## config.mk

```make
export PLATFORM = sky130hd
export DESIGN_NAME = img_mem_arbiter
export DESIGN_NICKNAME = d
export VERILOG_FILES = /design/src/rtl/img_mem_arbiter.sv
export SDC_FILE = /design/constraint.sdc
export NUM_CORES = 1
export LEC_CHECK = 0
export CAP_MARGIN = 10
export CORE_AREA = 3 3 97 99
export CTS_BUF_LIST = sky130_fd_sc_hd__clkbuf_8
export CTS_CLUSTER_DIAMETER = 120
export CTS_CLUSTER_SIZE = 16
export DETAILED_ROUTE_END_ITERATION = 16
export DIE_AREA = 0 0 100 102
export GPL_TIMING_DRIVEN = 1
export PLACE_DENSITY = 0.87
export SYNTH_ARGS = -nofsm -noshare
export SYNTH_HDL_FRONTEND = slang
export SYNTH_SLANG_ARGS = --single-unit
```

## constraint.sdc

```tcl
create_clock -name clk -period 2.71 [get_ports clk]
set_input_delay 0.6775 -clock clk [delete_from_list [all_inputs] [get_ports clk]]
set_output_delay 0.6775 -clock clk [all_outputs]
set_load 0.05 [all_outputs]
```

## src/rtl/img_mem_arbiter.sv

```systemverilog
// Round-robin arbiter sharing one single-port image memory between the accelerator (m0) and host (m1).
// Define IMG_MEM_ARB_LOCK_EN to add m0_lock/m1_lock burst ownership.
//
// owner state | meaning
// OWN_NONE    | plain round-robin between both masters
// OWN_M0      | m0 holds a locked burst, m1 is blocked
// OWN_M1      | m1 holds a locked burst, m0 is blocked
module img_mem_arbiter #(
    parameter int ADDR_W    = 16,
    parameter int DATA_W    = 32,
    parameter int RD_LAT    = 1,
    parameter int MAX_BURST = 64
) (
    input  logic              clk,
    input  logic              reset,
`ifdef IMG_MEM_ARB_LOCK_EN
    input  logic              m0_lock,
    input  logic              m1_lock,
`endif
    input  logic              m0_en,
    input  logic              m0_we,
    input  logic [ADDR_W-1:0] m0_addr,
    input  logic [DATA_W-1:0] m0_dataW,
    output logic              m0_gnt,
    output logic [DATA_W-1:0] m0_dataR,
    output logic              m0_rvalid,
    input  logic              m1_en,
    input  logic              m1_we,
    input  logic [ADDR_W-1:0] m1_addr,
    input  logic [DATA_W-1:0] m1_dataW,
    output logic              m1_gnt,
    output logic [DATA_W-1:0] m1_dataR,
    output logic              m1_rvalid,
    output logic [ADDR_W-1:0] mem_addr,
    output logic [DATA_W-1:0] mem_dataW,
    output logic              mem_en,
    output logic              mem_we,
    input  logic [DATA_W-1:0] mem_dataR
);

    if (RD_LAT < 1 || RD_LAT > 2) begin : g_bad_rd_lat
        $error("img_mem_arbiter: RD_LAT must be 1 or 2");
    end
    if (MAX_BURST < 2 || MAX_BURST > 255) begin : g_bad_max_burst
        $error("img_mem_arbiter: MAX_BURST must be 2..255");
    end

    logic              last_gnt;
    logic              req0, req1;
    logic              gnt0, gnt1;
    logic [RD_LAT-1:0] tag_v;
    logic [RD_LAT-1:0] tag_i;
    logic              ret_v;
    logic              ret_i;

`ifdef IMG_MEM_ARB_LOCK_EN
    typedef enum logic [1:0] {OWN_NONE, OWN_M0, OWN_M1} owner_t;

    localparam logic [7:0] BURST_LAST = 8'(MAX_BURST - 1);

    owner_t     owner, owner_nxt;
    logic [7:0] burst_cnt, burst_cnt_nxt;

    always_ff @(posedge clk) begin
        if (reset) begin
            owner     <= OWN_NONE;
            burst_cnt <= '0;
        end else begin
            owner     <= owner_nxt;
            burst_cnt <= burst_cnt_nxt;
        end
    end

    always_comb begin
        owner_nxt     = owner;
        burst_cnt_nxt = burst_cnt;
        case (owner)
            OWN_NONE: begin
                if (gnt0 && m0_lock) begin
                    owner_nxt     = OWN_M0;
                    burst_cnt_nxt = '0;
                end else if (gnt1 && m1_lock) begin
                    owner_nxt     = OWN_M1;
                    burst_cnt_nxt = '0;
                end
            end
            OWN_M0: begin
                if (!m0_lock || !m0_en) begin
                    owner_nxt = OWN_NONE;
                end else if (gnt0) begin
                    burst_cnt_nxt = burst_cnt + 8'd1;
                    if (burst_cnt_nxt == BURST_LAST) owner_nxt = OWN_NONE;
                end
            end
            OWN_M1: begin
                if (!m1_lock || !m1_en) begin
                    owner_nxt = OWN_NONE;
                end else if (gnt1) begin
                    burst_cnt_nxt = burst_cnt + 8'd1;
                    if (burst_cnt_nxt == BURST_LAST) owner_nxt = OWN_NONE;
                end
            end
            default: owner_nxt = OWN_NONE;
        endcase
    end

    assign req0 = m0_en && (owner != OWN_M1);
    assign req1 = m1_en && (owner != OWN_M0);
`else
    assign req0 = m0_en;
    assign req1 = m1_en;
`endif

    // On a tie the master that was not granted last wins.
    assign gnt0 = !reset && req0 && (!req1 || last_gnt);
    assign gnt1 = !reset && req1 && (!req0 || !last_gnt);

    assign m0_gnt = gnt0;
    assign m1_gnt = gnt1;
    assign mem_en = gnt0 || gnt1;

    always_comb begin
        mem_addr  = '0;
        mem_we    = 1'b0;
        mem_dataW = '0;
        if (gnt0) begin
            mem_addr  = m0_addr;
            mem_we    = m0_we;
            mem_dataW = m0_dataW;
        end else if (gnt1) begin
            mem_addr  = m1_addr;
            mem_we    = m1_we;
            mem_dataW = m1_dataW;
        end
    end

    always_ff @(posedge clk) begin
        if (reset) begin
            last_gnt <= 1'b1;
        end else if (gnt0) begin
            last_gnt <= 1'b0;
        end else if (gnt1) begin
            last_gnt <= 1'b1;
        end
    end

    // Read tags travel alongside the memory pipeline so data returns to its issuer.
    always_ff @(posedge clk) begin
        if (reset) begin
            tag_v <= '0;
            tag_i <= '0;
        end else begin
            tag_v[0] <= mem_en && !mem_we;
            tag_i[0] <= gnt1;
            for (int i = 1; i < RD_LAT; i++) begin
                tag_v[i] <= tag_v[i-1];
                tag_i[i] <= tag_i[i-1];
            end
        end
    end

    assign ret_v = !reset && tag_v[RD_LAT-1];
    assign ret_i = tag_i[RD_LAT-1];

    assign m0_rvalid = ret_v && !ret_i;
    assign m1_rvalid = ret_v && ret_i;
    assign m0_dataR  = m0_rvalid ? mem_dataR : '0;
    assign m1_dataR  = m1_rvalid ? mem_dataR : '0;

endmodule

```

; Word-level counts from Yosys, hierarchy flattened
; Cells that the tools add are included.
[totals]
ff_bits = 3
in_bits = 134
output_inout_bits = 118
elab_cells = 31
[classes]
n_mux = 10
n_reduce_logical = 18
[ops]
columns = op, n
row1 = 32-bit 2-to-1 mux, 4
row2 = 16-bit 2-to-1 mux, 2
row3 = 1-bit logical AND, 8
row4 = 1-bit zero test, 6
row5 = 1-bit 2-to-1 mux, 4
row6 = 1-bit logical OR, 3
row7 = 2-bit nonzero test, 1

; Logic depth before layout (Yosys ltp)
[depth]
word_depth = 7
depth_mapped = 5
depth_no_buf = 2

; Worst setup path after synthesis
; OpenSTA, ideal clock, no wires.
[synth_timing]
kind = input port to output port
start = input reset
end = output mem_addr[15]
arrival_ns = 2.257
required_ns = 2.033
path_slack_ns = -0.225
stages = 4
path_buffers = 2
path_cell_list = buf_6 -> buf_6 -> nand2b_1 -> o32ai_1
[synth_between]
elab_chain_len = 5
word_cells_on_any_way = 7
cone_classes = 2 x mux / 5 x reduce/logical
[synth_rtl]
columns = item, line
row1 = start: declaration, 15  ; input logic reset,
row2 = 1-bit zero test (*), "115, 116"
row3 = 1-bit logical AND (2 in a row), 116  ; assign gnt1 = !reset && req1 && (!req0 || !last_gnt);
row4 = 16-bit 2-to-1 mux, 130  ; end else if (gnt1) begin
row5 = 16-bit 2-to-1 mux (*), 126  ; if (gnt0) begin
row6 = end: declaration, 34  ; output logic [ADDR_W-1:0] mem_addr,
; Mark *: on every way between the ends. The rest lies on a longest branch, timed or not.

; Final worst setup path
[layout_timing]
start = input m1_en
end = output mem_dataW[21]
[layout_between]
elab_chain_len = 4
word_cells_on_any_way = 7
cone_classes = 2 x mux / 5 x reduce/logical
[layout_rtl]
columns = item, line
row1 = start: declaration, 27  ; input logic m1_en,
row2 = 1-bit logical AND / 1-bit zero test (equally long branches), "116, 115"
row3 = 1-bit logical AND / 1-bit logical OR (equally long branches), "116, 115"
row4 = 32-bit 2-to-1 mux / 1-bit logical AND (equally long branches), "130, 115"
row5 = 32-bit 2-to-1 mux (*), 126
row6 = end: declaration, 35  ; output logic [DATA_W-1:0] mem_dataW,
; Marks and branches as above.

==> results.sh <==
export IMPL_power_total_uw=1177
export IMPL_worstPathMaxFanout=10
export IMPL_peakVddDrop_mv=0.1264
export IMPL_cts_root_buf="clkbuf_8"
export IMPL_fillers=619
export IMPL_final_cell_mix="130 x clkdlybuf4s50_1, 98 x nand2b_1, 73 x buf_12"
export IMPL_syn_nets=397
export IMPL_reg2reg_depth=3
export IMPL_hp_class="register to register"
export IMPL_num_rows=34
export IMPL_vias_per_cell=4.809
export IMPL_crit_family="buffers and inverters"
export IMPL_cts_buffer_depth=2
export IMPL_path_buf_inv=4
export IMPL_drt_initial_drc_count=50
export IMPL_grt_max_degree=81
export IMPL_max_stage_delay_ns=0.29
export IMPL_slew_headroom_pct=68.88
export IMPL_tightest_slew_ns=0.4668
export IMPL_dieArea_um2=10200
export IMPL_grt_ovfl_total=0
export IMPL_io_pins=252
export IMPL_synth_seq_area_share_pct=2.688
export IMPL_crit_arrival_ns=1.90
export IMPL_post_route_util_pct=68.97
export IMPL_syn_area_um2=2235
export IMPL_port_buffers=251
export IMPL_via_count=2967
export IMPL_rr_startpoint="last_gnt"
export IMPL_path_class="input pin to output pin"
export IMPL_drc=0
export IMPL_startpoint_type="input pin"
export IMPL_holdPathStages=1
export IMPL_final_common_cell="clkdlybuf4s50_1"
export IMPL_synthDistinctLibCells=20
export IMPL_insertion_delay_ns=0.21
export IMPL_ys_seq_elements=3
export IMPL_first_pass_iters=6
export IMPL_setup_ws_ns=0.1327
export IMPL_grt_pass1_wl_um=15000
export IMPL_clock_sinks=3
export IMPL_crit_slowest_cell="o32ai_2"
export IMPL_fin_nets=644
export IMPL_grt_pass1_vias=3068
export IMPL_final_seq_area_um2=60.06
export IMPL_multi_input_area_um2=2153
export IMPL_cp_end_kind="output pin"
export IMPL_status="completed"
export IMPL_detail_route_antenna_nets=0
export IMPL_cts_tree="yes"
export IMPL_clkSlewWorstSetupHoldPaths_ns=0.03
export IMPL_dieWidth_um=100
export IMPL_ys_warn_count=0
export IMPL_dp_hpwl_um=8345
export IMPL_drive_above_1_share_pct=40.67
export IMPL_powerDensity_nw_per_um2=197.6
export IMPL_fp_dieH_um=102
export IMPL_rsz0062_at_grt="false"
export IMPL_place_ws_ns=-0.08775
export IMPL_critPathRequiredTime_ns=2.03
export IMPL_setup_viol=0
export IMPL_syn_inst=263
export IMPL_holdWs_ns=0.5672
export IMPL_cts_max_level=1
export IMPL_cts_buffers=3
export IMPL_wl_um=10780
export IMPL_worstPathCellList="dlygate4sd2_1, nor2b_4, buf_12, buf_4, o32ai_2, buf_6"
export IMPL_p_leak_uw=0.002264
export IMPL_gp_congestion=0.7996
export IMPL_place_area_um2=5430
export IMPL_hold_viol_final=0
export IMPL_min_period_over_period_pct=95.10
export IMPL_track_usage_pct=18.21
export IMPL_r2r_slack_ns=1.54
export IMPL_finalInstanceArea_um2=5956
export IMPL_drv_slew=0
export IMPL_min_to="last_gnt"
export IMPL_initial_core_util_pct=25.88
export IMPL_core_um2=8636
export IMPL_area_growth_pct=166.5
export IMPL_worstHoldStart="last_gnt"
export IMPL_fin_worst_skew_ns=0.001896
export IMPL_wl_per_cell_um=17.47
export IMPL_avgSynthCellArea_um2=8.497
export IMPL_drv_cap=0
export IMPL_fmax_ghz=0.3880
export IMPL_startpoint="m1_en"
export IMPL_antenna_found_initial=3
export IMPL_period_needed_ns=2.577
export IMPL_worst_r2r_endpoint="tag_v"
export IMPL_diodes=0
==> cell families after synthesis <==
family	share of synthesized area [%]
buffers and inverters	11.93
DFF	2.688
and+or+nand+nor	48.49
AOI/OAI and AO/OA	36.90
==> registers in the layout, indices dropped and copies added (netlist names) <==
register,count
last_gnt,1
ret_i,1
tag_v,1
==> repair_timing <==
action,in CTS,in global routing
setup buffers,0,0
resized for setup,48,16
gates cloned,1,3
hold buffers,0,0
setup endpoints to repair,37,39
pin swaps,1,0
==> synthesized netlist by cell type <==
cell	n	area (um^2)
buf_6	13	146.4
buf_4	6	45.04
and2_2	2	15.01
or2_1	1	6.260
nor3_1	1	5.000
a21bo_1	1	10.01
nor3b_4	1	18.77
or2_2	1	6.260
clkbuf_1	7	26.28
nor2_1	4	15.01
nand2b_1	98	613.1
inv_2	1	3.750
and3b_2	1	10.01
o32ai_2	49	797.0
nor2b_1	1	6.260
buf_2	9	45.04
a211o_1	1	8.760
o32ai_1	1	8.760
and2_1	62	387.9
dfxtp_1	3	60.06
==> worst register-to-register path, cell delays in order, from the launching register on <==
cell and delay, ns:
dfxtp_1 0.40, a21bo_2 0.29, clkbuf_16 0.26, o32ai_2 0.10
==> cell type report <==
class / instances / area share, %
Clock buffer: 3 / 0.6933
Tap cell: 108 / 2.269
Inverter: 1 / 0.1050
Sequential cell: 3 / 1.008
Multi-Input combinational cell: 224 / 36.16
Clock inverter: 1 / 0.06303
Timing Repair Buffer: 277 / 59.71
==> report_power, final <==
part	internal, uW	total, uW	leakage [uW]	switching [uW]
clock	96.2	123	0.0000269	27.1
combinational	498	1000	0.00221	506
sequential	47.6	50.4	0.0000249	2.77
==> stage by stage <==
step / instances / setup TNS, ns
global route: 617 / 0
global placement: 609 / -0.6128
detailed placement: 609 / -1.792
floorplan: 263 / 0
CTS: 614 / -0.009356
finish: 617 / 0
==> worst max path at each step <==
| stage | to | slack, ns | cells after the start |
|---|---|---|---|
| after floorplan | mem_addr[0] | 0.19 | 4 |
| after global placement | mem_dataW[19] | -0.03 | 6 |
| after detailed placement | mem_dataW[28] | -0.09 | 6 |
| after CTS | mem_dataW[19] | -0.005 | 5 |
| after global routing | mem_dataW[21] | 0.09 | 6 |
| final | mem_dataW[21] | 0.13 | 6 |
==> per-layer routing <==
layer	global-route usage, %	routed length [um]	vias to the layer above
li1	-	-	1414
met1	16.59	3391	1341
met2	38.17	6061	172
met3	4.300	927	34
met4	7.047	366	6
met5	0	35	-
Note: power is estimated with default switching activity, not from simulation.
